File: src/rtl/lif_spike_rate_monitor.sv
// lif_spike_rate_monitor
// Counts rising edges on each LIF spike channel over a fixed window of
// enabled clock cycles. At the end of each window the counts are copied
// into snapshot registers. The monitor also reports the most active channel,
// a per-channel saturation flag and a selectable snapshot readout.
//
// Channel map: [0]=final output, [1]=neuron1, [2]=neuron2, [3]=neuron3.

module lif_spike_rate_monitor #(
  parameter int NUM_CH = 4,
  parameter int CNT_W  = 8,
  parameter int WIN_W  = 16,
  parameter int WINDOW = 1000
) (
  input  logic              clk,
  input  logic              rst_n,
  input  logic              enable,
  input  logic              clear,
  input  logic [NUM_CH-1:0] spike_in,
  input  logic [1:0]        rd_sel,
  output logic [CNT_W-1:0]  rd_data,
  output logic              win_done,
  output logic [1:0]        winner_id,
  output logic              winner_valid,
  output logic [NUM_CH-1:0] ovf,
  output logic [WIN_W-1:0]  win_pos
);

  // Saturation value of a per-channel counter.
  localparam logic [CNT_W-1:0] CNT_MAX  = '1;
  // win_pos value in the last cycle of a window.
  // WINDOW may be as large as 2^WIN_W, so WINDOW-1 always fits in WIN_W bits.
  localparam logic [WIN_W-1:0] WIN_LAST = WIN_W'(WINDOW - 1);

  logic [NUM_CH-1:0] prev;
  logic [NUM_CH-1:0] spike_edge;
  logic [NUM_CH-1:0] lovf;
  logic [NUM_CH-1:0] sat_now;
  logic [CNT_W-1:0]  live      [NUM_CH];
  logic [CNT_W-1:0]  snap      [NUM_CH];
  logic [CNT_W-1:0]  snap_next [NUM_CH];
  logic              win_end;
  logic [1:0]        winner_next;
  logic              winner_valid_next;
  logic [CNT_W-1:0]  best_cnt;

  // A rising edge is a high sample that was low in the previous cycle.
  // A pulse that stays high for several cycles is therefore counted once.
  assign spike_edge = spike_in & ~prev;

  // The window can only end in an enabled cycle.
  assign win_end = enable && (win_pos == WIN_LAST);

  // The snapshot readout is a plain mux, so it follows rd_sel immediately.
  assign rd_data = snap[rd_sel];

  // Track the previous spike level on every cycle, even when counting is
  // disabled. A spike that is already high when enable rises is not an edge.
  always_ff @(posedge clk or negedge rst_n) begin
    if (!rst_n) begin
      prev <= '0;
    end else begin
      prev <= spike_in;
    end
  end

  // Compute the value each channel would hold if the window closed this
  // cycle. This includes an edge that lands in the final cycle. An edge that
  // arrives while the counter is already saturated is lost.
  always_comb begin
    for (int i = 0; i < NUM_CH; i++) begin
      sat_now[i]   = 1'b0;
      snap_next[i] = live[i];
      if (spike_edge[i]) begin
        if (live[i] == CNT_MAX) begin
          sat_now[i] = 1'b1;
        end else begin
          snap_next[i] = live[i] + CNT_W'(1);
        end
      end
    end
  end

  // Find the winner among the new snapshot values. The comparison is strict,
  // so on a tie the lowest channel index wins.
  always_comb begin
    winner_next = 2'd0;
    best_cnt    = snap_next[0];
    for (int i = 1; i < NUM_CH; i++) begin
      if (snap_next[i] > best_cnt) begin
        best_cnt    = snap_next[i];
        winner_next = 2'(i);
      end
    end
    winner_valid_next = (best_cnt != '0);
  end

  // Update the live counters, live overflow flags and window position.
  // clear takes priority over both normal counting and the window end.
  always_ff @(posedge clk or negedge rst_n) begin
    if (!rst_n) begin
      win_pos <= '0;
      lovf    <= '0;
      for (int i = 0; i < NUM_CH; i++) begin
        live[i] <= '0;
      end
    end else if (clear) begin
      win_pos <= '0;
      lovf    <= '0;
      for (int i = 0; i < NUM_CH; i++) begin
        live[i] <= '0;
      end
    end else if (enable) begin
      if (win_end) begin
        win_pos <= '0;
        lovf    <= '0;
        for (int i = 0; i < NUM_CH; i++) begin
          live[i] <= '0;
        end
      end else begin
        win_pos <= win_pos + WIN_W'(1);
        for (int i = 0; i < NUM_CH; i++) begin
          if (spike_edge[i]) begin
            if (live[i] == CNT_MAX) begin
              lovf[i] <= 1'b1;
            end else begin
              live[i] <= live[i] + CNT_W'(1);
            end
          end
        end
      end
    end
  end

  // At the end of a window, capture the snapshots, overflow flags and winner
  // together, and emit a one-cycle done pulse. A clear in the same cycle
  // suppresses the capture and forces the pulse low.
  always_ff @(posedge clk or negedge rst_n) begin
    if (!rst_n) begin
      win_done     <= 1'b0;
      winner_id    <= 2'd0;
      winner_valid <= 1'b0;
      ovf          <= '0;
      for (int i = 0; i < NUM_CH; i++) begin
        snap[i] <= '0;
      end
    end else begin
      win_done <= 1'b0;
      if (!clear && win_end) begin
        win_done     <= 1'b1;
        winner_id    <= winner_next;
        winner_valid <= winner_valid_next;
        ovf          <= lovf | sat_now;
        for (int i = 0; i < NUM_CH; i++) begin
          snap[i] <= snap_next[i];
        end
      end
    end
  end

endmodule

File: config.mk
export PLATFORM = sky130hd
export DESIGN_NAME = lif_spike_rate_monitor
export DESIGN_NICKNAME = d
export VERILOG_FILES = /design/src/rtl/lif_spike_rate_monitor.sv
export SDC_FILE = /design/constraint.sdc
export NUM_CORES = 1
export LEC_CHECK = 0
export ABC_AREA = 1
export CAP_MARGIN = 25
export CORE_MARGIN = 1.5
export CORE_UTILIZATION = 59
export DETAILED_ROUTE_END_ITERATION = 10
export GPL_ROUTABILITY_DRIVEN = 0
export HOLD_SLACK_MARGIN = 0.12
export PLACE_DENSITY = 0.86
export SLEW_MARGIN = 20
export SYNTH_ARGS = -nofsm -noshare
export SYNTH_HDL_FRONTEND = slang
export SYNTH_SLANG_ARGS = --single-unit
File: constraint.sdc
create_clock -name clk -period 5.57 [get_ports clk]
set_input_delay 0.557 -clock clk [delete_from_list [all_inputs] [get_ports clk]]
set_output_delay 0.557 -clock clk [all_outputs]
set_load 0.05 [all_outputs]
==> metrics.csv, run 1 <==
stage,metric,value,unit
logic_synthesis,Synth area leader,dfrtp_1,
sta,Sum Neg Setup Slack,0,ps
logic_synthesis,top cell type's share of synthesized area,0.4247,
drt,final WL,15010,µm
layout,area growth from synthesis to layout,17.05,%
worst_setup_path,critical path class,in -> reg,
cts,clock-pin slew on the worst setup and hold paths,100,ps
sta,part of the cycle the worst path needs,0.9466,
worst_setup_path,Crit path largest cell delay,470,ps
global_routing,initial antenna violation count,0,
job,Max-Cap Viols,0,
floorplanning,IO Pins,42,
worst_setup_path,cell mode on critical path,nand2_1,
drt,DRC viols,0,
layout,"most common cell after layout, fill and taps aside",nand2_1,
worst_hold_path,Hold Path Class,reg -> reg,
global_routing,met2 GRT Util,0.4891,
cts,Clock Sinks,96,
sta,WHS,482.5,ps
worst_setup_path,CP arrival,5570,ps
layout,final core occ,0.7132,
drt,WL/cell,16.12,µm
cts,Clock Path Buffers,2,
global_routing,first-pass GRT wire length,24120,µm
floorplanning,Die Y,100.9,µm
global_routing,gr usage total,0.3038,
sta,min Tclk post-route,5273,ps
drt,Antenna Nets Post-Route,0,
worst_setup_path,CP max FO,7,
logic_synthesis,Cell variety after synth,36,
worst_setup_path,slowest CP cell,clkdlybuf4s50_1,
floorplanning,Site Rows,35,
logic_synthesis,post-synthesis sequential area ratio,0.4247,
cts,TritonCTS clock tree,yes,
global_routing,largest net degree at the start of global routing,65,
logic_synthesis,Area contributors post-synth,"dfrtp_1 42%, nand2_1 9.6%, inv_1 6.6%",
sta,Worst-Margin Slew,809.4,ps
worst_setup_path,type of origin of the critical path,input port,
logic_synthesis,Mapped Avg Cell Area,7.738,µm²
sta,Achievable Freq,0.1897,GHz
drt,drt pass-1 iters,6,
logic_synthesis,"Async S/R FF share, synth",1.000,
sta,Final Hold Viols,0,
floorplanning,initial core utilization,0.6093,
global_routing,gr busiest metal,met2,
logic_synthesis,Yosys Warn Count,0,
cts,CTS root buf,clkbuf_8,
logic_synthesis,"FF+latch count, synth",96,
layout,ant diodes,0,
power_and_ir_drop,Leak,3.151,nW
cts,H-tree lvl count,3,
drt,via-per-instance ratio,5.830,
sta,Slew headroom,0.4604,
drt,First DRT Iteration DRCs,527,
place,Area after DPL,6361,µm²
global_routing,vias in the first global route,5174,
layout,most frequent cells in the layout,"144 x nand2_1, 100 x inv_1, 96 x dfrtp_1",
sta,Final Max Tran Viols,0,
logic_synthesis,syn_nets,769,
floorplanning,Core ar.,9284,µm²
logic_synthesis,number of flops mapped to enable cells by yosys,0,
run_status,outcome,completed,
worst_setup_path,CP Capture Type,flop,
floorplanning,Die Span X,100.9,µm
global_routing,M3 GR Usage,0.07351,
layout,share of cells above drive strength 1,0.1160,
logic_synthesis,Mapped Cells,731,
layout,NumNets Final,836,
worst_setup_path,critical path data required time,5870,ps
sta,Final Setup Violations,0,
place,Port-buffer cells,41,
place,DP HPWL,11040,µm
cts,number of CTS-inserted buffers,9,
drt,via count,5428,
power_and_ir_drop,Peak supply drop,0.1450,mV
logic_synthesis,mapped cell area,5657,µm²
power_and_ir_drop,Pwr Density,249.9,nW/µm²
layout,final instance area,6621,µm²
global_routing,grt total ovfl,0,
sta,Clock Skew,14.60,ps
cts,clk_lat worst skew,390,ps
global_routing,met1 Track Usage GR,0.3921,
floorplanning,die footprint,10180,µm²
logic_synthesis,"Primary FF master, synth",dfrtp_1,
[worst max-delay path, delay by kind of cell]
family          cells  cell delay [ps]
simple gates       24             2380
buf+inv             4              790
fa+ha+maj           3              880
compound gates      4              950
[registers in the layout, indices dropped and copies added (netlist names)]
name	count
live	32
snap	32
win_pos	16
lovf	4
ovf	4
prev	4
winner_id	2
win_done	1
winner_valid	1
[layout make-up]
cell class,count,area [µm²]
Clock buffer,10,137.6
Sequential cell,96,2402
Fill cell,729,2663
Clock inverter,5,38.79
Inverter,107,401.6
Multi-Input combinational cell,510,2814
Tap cell,129,161.4
Timing Repair Buffer,74,665.6
[Yosys cell counts (5+ instances only)]
cell	count
inv_1	100
clkbuf_1	18
ha_1	28
a21oi_1	26
o22ai_1	35
nand2_1	145
nand3_1	27
nor4_1	7
o21ai_0	72
nor2_1	67
xor2_1	18
dfrtp_1	96
nand4_1	16
nand2_2	9
nor3_1	23
nand2_4	5
inv_2	7
[metal layers]
layer / up-vias / part of all wire
met2: 247 / 0.47
met3: 54 / 0.080
met5: - / 0
met4: 0 / 0.031
li1: 2567 / -
met1: 2560 / 0.42
[metrics by stage]
stage	cells	setup slack [ps]	total power [W]
2_1_floorplan	731	398.0	0.001049
3_3_place_gp	909	50.68	0.001156
3_5_place_dp	910	-309.5	0.001186
4_1_cts	925	102.0	0.001610
5_1_grt	931	-41.21	0.001739
6_report	931	297.2	0.001654
[final timing paths]
| path | startpoint | end | slack [ps] | depth (start not counted) |
|---|---|---|---|---|
| worst min-delay path | snap[23] | snap[23] | 480 | 2 |
| min in group asynchronous | rst_n | snap[19] | 640 | 2 |
| worst max register to register | live[16] | winner_valid | 310 | 34 |
| max in group asynchronous | rst_n | win_pos[14] | 3760 | 3 |
| worst min register to register | snap[23] | snap[23] | 480 | 2 |
| worst max-delay path | spike_in[1] | winner_valid | 300 | 35 |
[what timing repair did]
action	CTS	global route
hold buffers	0	1
endpoints found under the setup margin	0	3
buffers inserted	0	4
gates resized for setup	0	13
hold endpoints to repair	0	4
[power breakdown]
part           internal, W  switching, W
clock network     0.000176      0.000262
logic             0.000169      0.000327
registers         0.000709     0.0000110
total              0.00105      0.000600
[cells by family (layout without fill, tap and decap cells)]
kind of cell,Yosys count,count (layout),synth area share
buffers and inverters,126,196,0.08560
XOR/XNOR,19,19,0.02942
AO/OA/AOI/OAI,147,147,0.1440
flip-flops,96,96,0.4247
AND/OR/NAND/NOR,315,316,0.2544
adder cells (fa/ha/maj),28,28,0.06193
Power figures use the tool's default switching activity.
==> run 2: changes to the inputs <==
SETUP_SLACK_MARGIN = 0.1   (was default)
SKIP_CTS_REPAIR_TIMING = 1   (was default)
==> run 2 against run 1 <==
  * Core utilization up 0.22 points
  * Count of clock-buffer cells in the layout unchanged
  * Maximum frequency up 0.58%
  * Sequential cell count unchanged
  * Sequential share of layout area down 0.11 points
  * Die area unchanged
  * Total power up 0.92%
  * Final cell count unchanged
  * Hold slack better by 0.99 ps
==> metrics.csv, run 2 (synthesis results as in run 1) <==
stage,metric,value,unit,change
worst_setup_path,"delay-heaviest family, CP",simple AND/OR/NAND/NOR gates,,unchanged
cts,clock-pin slew on the worst setup and hold paths,100,ps,about the same
cts,Clock Sinks,96,,unchanged
power_and_ir_drop,Pwr Density,251.4,nW/µm²,was 249.9 nW/µm²
run_status,outcome,completed,,unchanged
layout,largest registers,"live: 32 flops, snap: 32 flops, win_pos: 16 flops",,unchanged
global_routing,largest net degree at the start of global routing,65,,unchanged
sta,WHS,483.5,ps,was 482.5 ps
sta,Achievable Freq,0.1908,GHz,was 0.1897 GHz
layout,area growth from synthesis to layout,17.41,%,was 17.05%
global_routing,first-pass GRT wire length,24120,µm,unchanged
worst_setup_path,reg-to-reg critical path startpoint,live[16],,unchanged
drt,Antenna Nets Post-Route,0,,unchanged
job,Max-Cap Viols,0,,unchanged
place,DP HPWL,11040,µm,unchanged
floorplanning,Core ar.,9284,µm²,unchanged
cts,clk_lat worst skew,390,ps,about the same
worst_setup_path,CP arrival,5540,ps,was 5570 ps
cts,Clock Path Buffers,2,,unchanged
global_routing,vias in the first global route,5174,,unchanged
worst_setup_path,critical path data required time,5860,ps,was 5870 ps
worst_hold_path,min-delay src,snap[23],,unchanged
layout,ant diodes,0,,unchanged
worst_setup_path,CP max FO,7,,unchanged
worst_setup_path,type of origin of the critical path,input port,,unchanged
sta,min Tclk post-route,5242,ps,was 5273 ps
drt,WL/cell,16.31,µm,was 16.12 µm
sta,Clock Skew,14.77,ps,was 14.60 ps
worst_setup_path,RR Endpoint,winner_valid,,unchanged
floorplanning,IO Pins,42,,unchanged
power_and_ir_drop,Peak supply drop,0.1458,mV,was 0.1450 mV
sta,Slew headroom,0.4547,,was 0.4604
global_routing,initial antenna violation count,0,,unchanged
cts,TritonCTS clock tree,yes,,unchanged
sta,Sum Neg Setup Slack,0,ps,unchanged
place,Port-buffer cells,41,,unchanged
drt,via-per-instance ratio,5.880,,was 5.830
worst_hold_path,Hold Path End,snap[23],,unchanged
sta,Final Hold Viols,0,,unchanged
worst_setup_path,Crit path largest cell delay,470,ps,about the same
floorplanning,Die Span X,100.9,µm,unchanged
power_and_ir_drop,Leak,3.155,nW,was 3.151 nW
cts,CTS root buf,clkbuf_8,,unchanged
layout,"most common cell after layout, fill and taps aside",nand2_1,,unchanged
drt,First DRT Iteration DRCs,489,,was 527
worst_setup_path,critical path class,in -> reg,,unchanged
global_routing,grt total ovfl,0,,unchanged
worst_setup_path,buffers and inverters on the worst path,6,,was 4
layout,NumNets Final,836,,unchanged
sta,part of the cycle the worst path needs,0.9412,,was 0.9466
layout,share of cells above drive strength 1,0.1222,,was 0.1160
cts,number of CTS-inserted buffers,9,,unchanged
sta,Worst-Margin Slew,818.0,ps,was 809.4 ps
worst_setup_path,Reg2Reg Depth,36,,was 34
floorplanning,die footprint,10180,µm²,unchanged
worst_setup_path,R2R Setup Slk,350,ps,was 310 ps
sta,Final Max Tran Viols,0,,unchanged
drt,drt pass-1 iters,8,,was 6
layout,final core occ,0.7154,,was 0.7132
sta,Final Setup Violations,0,,unchanged
place,Area after DPL,6361,µm²,unchanged
worst_setup_path,cell mode on critical path,nand2_1,,unchanged
drt,via count,5474,,"was 5,428"
drt,DRC viols,0,,unchanged
global_routing,gr usage total,0.3038,,unchanged
worst_hold_path,Hold Path Class,reg -> reg,,unchanged
floorplanning,Site Rows,35,,unchanged
floorplanning,initial core utilization,0.6093,,unchanged
layout,final instance area,6641,µm²,was 6621 µm²
power_and_ir_drop,Design Power,0.001670,W,was 0.001654 W
drt,final WL,15180,µm,"was 15,010 µm"
floorplanning,Die Y,100.9,µm,unchanged
cts,H-tree lvl count,3,,unchanged
layout,most frequent cells in the layout,"143 x nand2_1, 100 x inv_1, 96 x dfrtp_1",,"was 144 x nand2_1, 100 x inv_1, 96 x dfrtp_1"
worst_setup_path,slowest CP cell,clkdlybuf4s50_1,,unchanged
worst_hold_path,hold path depth,2,,unchanged
worst_setup_path,CP Capture Type,flop,,unchanged
-- run 2: area by class of cell --
| type | instances | area [µm²] |
|---|---|---|
| sequential | 96 | 2402 |
| fill | 726 | 2643 |
| inverter | 107 | 401.6 |
| timing repair buffer | 74 | 665.6 |
| tap | 129 | 161.4 |
| clock inverter | 5 | 38.79 |
| multi-input combinational | 510 | 2834 |
| clock buffer | 10 | 137.6 |
-- run 2: metal layers --
layer | part of all wire | GRT usage | wire length, µm
met5 | 0 | 0 | 0
met2 | 0.47 | 0.4891 | 7128
met3 | 0.089 | 0.07351 | 1355
met4 | 0.030 | 0.1325 | 455
met1 | 0.41 | 0.3921 | 6242
-- run 2: how the worst max path moves through the flow --
stage	from	end	slack, ps	cells after the start
detailed placement	spike_in[0]	winner_valid	-310	40
global placement	spike_in[1]	winner_valid	50	39
floorplan	spike_in[0]	winner_valid	400	35
global route	spike_in[1]	winner_valid	-30	37
CTS	spike_in[0]	winner_valid	100	40
finish	spike_in[1]	winner_valid	330	37
-- run 2: stage by stage --
step,setup slack (ps),instances
after floorplan,398.0,731
after global placement,50.68,909
after detailed placement,-309.5,910
after CTS,102.0,925
after global routing,-31.60,931
final,327.8,931
-- run 2: power by group --
part | switching [W] | internal (W) | total, W
Sequential | 0.0000109 | 0.000709 | 0.000720
Clock | 0.000261 | 0.000176 | 0.000437
Combinational | 0.000341 | 0.000172 | 0.000512
-- run 2: worst min-delay path, stage by stage (launching register included) --
cell and delay, ps:
dfrtp_1 350, nand2_1 50, o21ai_0 60
==> run 3: changes to the inputs <==
clock period = 5.55 ns   (was 5.57 ns; I/O delays follow)
==> run 3 against run 2 <==
  * First-iteration DRC count is 21% higher
  * Count of clock-buffer cells in the layout up 1
  * Sequential share of layout area is 0.14 points lower
  * Largest power group unchanged
  * Clock power is 4.6% higher
  * Non-clock buffer count shrank 1
  * Total power grew 2.1%
  * Final area rose by 0.38%
==> metrics.csv, run 3 (synthesis results as in run 1) <==
stage,metric,value,unit,change
drt,via count,5429,,"was 5,474"
floorplanning,Die Y,100.9,µm,unchanged
worst_setup_path,buffers and inverters on the worst path,5,,was 6
floorplanning,Core ar.,9284,µm²,unchanged
cts,TritonCTS clock tree,yes,,unchanged
worst_setup_path,cell mode on critical path,nand2_1,,unchanged
cts,clock-pin slew on the worst setup and hold paths,90,ps,was 100 ps
sta,min Tclk post-route,5247,ps,
cts,Clock Path Buffers,2,,unchanged
cts,clk_lat worst skew,380,ps,was 390 ps
sta,Final Setup Violations,0,,unchanged
layout,NumNets Final,835,,was 836
drt,final WL,14830,µm,"was 15,180 µm"
drt,drt pass-1 iters,5,,was 8
global_routing,vias in the first global route,5021,,"was 5,174"
global_routing,largest net degree at the start of global routing,65,,unchanged
floorplanning,IO Pins,42,,unchanged
worst_setup_path,CP arrival,5530,ps,was 5540 ps
worst_setup_path,"delay-heaviest family, CP",simple AND/OR/NAND/NOR gates,,unchanged
cts,CTS root buf,clkbuf_8,,unchanged
drt,WL/cell,15.95,µm,was 16.31 µm
power_and_ir_drop,Pwr Density,255.7,nW/µm²,was 251.4 nW/µm²
sta,Final Max Tran Viols,0,,unchanged
sta,Sum Neg Setup Slack,0,ps,unchanged
worst_setup_path,critical path data required time,5830,ps,was 5860 ps
floorplanning,die footprint,10180,µm²,unchanged
power_and_ir_drop,Leak,3.153,nW,was 3.155 nW
global_routing,first-pass GRT wire length,23530,µm,"was 24,120 µm"
sta,Achievable Freq,0.1906,GHz,
sta,part of the cycle the worst path needs,0.9454,,
sta,setup slack after layout,303.3,ps,was 327.8 ps
cts,Clock Sinks,96,,unchanged
power_and_ir_drop,Peak supply drop,0.1588,mV,was 0.1458 mV
worst_setup_path,CP max FO,7,,unchanged
floorplanning,initial core utilization,0.6093,,unchanged
worst_setup_path,Crit path largest cell delay,470,ps,about the same
drt,First DRT Iteration DRCs,590,,was 489
global_routing,initial antenna violation count,0,,unchanged
layout,"most common cell after layout, fill and taps aside",nand2_1,,unchanged
worst_hold_path,Hold Path Class,in -> async,,was reg -> reg
place,Port-buffer cells,41,,unchanged
global_routing,gr usage total,0.2958,,was 0.3038
sta,setup repair after global routing missed its margin,false,,
layout,final core occ,0.7181,,was 0.7154
worst_setup_path,critical path class,in -> reg,,unchanged
layout,ant diodes,0,,unchanged
worst_setup_path,type of origin of the critical path,input port,,unchanged
place,DP HPWL,10790,µm,"was 11,040 µm"
layout,most frequent cells in the layout,"141 x nand2_1, 100 x inv_1, 96 x dfrtp_1",,"was 143 x nand2_1, 100 x inv_1, 96 x dfrtp_1"
floorplanning,Die Span X,100.9,µm,unchanged
cts,number of CTS-inserted buffers,9,,unchanged
drt,max layer used,met4,,unchanged
drt,Antenna Nets Post-Route,0,,unchanged
drt,DRC viols,0,,unchanged
layout,largest registers,"live: 32 flops, snap: 32 flops, win_pos: 16 flops",,unchanged
sta,Slew headroom,0.4619,,was 0.4547
drt,via-per-instance ratio,5.838,,was 5.880
worst_setup_path,slowest CP cell,clkdlybuf4s50_1,,unchanged
layout,share of cells above drive strength 1,0.1248,,was 0.1222
drt,routed wl met2,6965,µm,was 7128 µm
global_routing,grt total ovfl,0,,unchanged
sta,WHS,102.5,ps,was 483.5 ps
cts,H-tree lvl count,3,,unchanged
run_status,outcome,completed,,unchanged
floorplanning,Site Rows,35,,unchanged
drt,met3 wire length,976,µm,was 1355 µm
sta,Worst-Margin Slew,807.2,ps,was 818.0 ps
layout,area growth from synthesis to layout,17.85,%,was 17.41%
drt,wire length on met1,6490,µm,was 6242 µm
place,Place WS,-124.6,ps,was -309.5 ps
worst_setup_path,CP Capture Type,flop,,unchanged
job,Max-Cap Viols,0,,unchanged
sta,Clock Skew,15.04,ps,was 14.77 ps
sta,Final Hold Viols,0,,unchanged
run 3: final timing paths:
| path | slack [ps] | startpoint | endpoint | cells after the start |
|---|---|---|---|---|
| max | 300 | spike_in[1] | winner_valid | 36 |
| min | 100 | rst_n | snap[19] | 1 |
| max reg2reg | 320 | live[18] | winner_valid | 35 |
| min reg2reg | 490 | snap[23] | snap[23] | 2 |
| max in group asynchronous | 4270 | rst_n | live[13] | 2 |
| min in group clk | 490 | snap[23] | snap[23] | 2 |
run 3: metal layers:
metal  vias up  track usage
met5         -            0
met4         0       0.1132
met3        45      0.05132
met2       239       0.4688
met1      2591       0.4080
li1       2554            -
run 3: final cells by class:
type                    count  area, µm²
clock buffers              11      131.4
clock inverters             4      55.05
fillers                   718       2618
inverters                 107      401.6
multi-input cells         510       2855
flip-flops and latches     96       2402
well taps                 129      161.4
repair buffers             73      659.4
run 3: worst register-to-register path: cells and delay by family (launching register included):
family / cells / cell delay, ps
AO/OA/AOI/OAI: 5 / 900
adder cells (fa/ha/maj): 3 / 870
buffers and inverters: 4 / 440
flip-flops: 1 / 400
AND/OR/NAND/NOR: 23 / 2540
run 3: stage by stage:
step	cell area [µm²]	power, W	cells
2_1_floorplan	5657	0.001053	731
3_3_place_gp	6354	0.001164	910
3_5_place_dp	6369	0.001192	911
4_1_cts	6555	0.001646	926
5_1_grt	6666	0.001788	930
6_report	6666	0.001705	930
run 3: report_power, final:
group | switching, W | leakage, nW | total (W) | internal, W
Combinational | 0.000340 | 1.76 | 0.000525 | 0.000184
Clock | 0.000248 | 0.0900 | 0.000457 | 0.000209
Sequential | 0.0000109 | 1.30 | 0.000723 | 0.000712
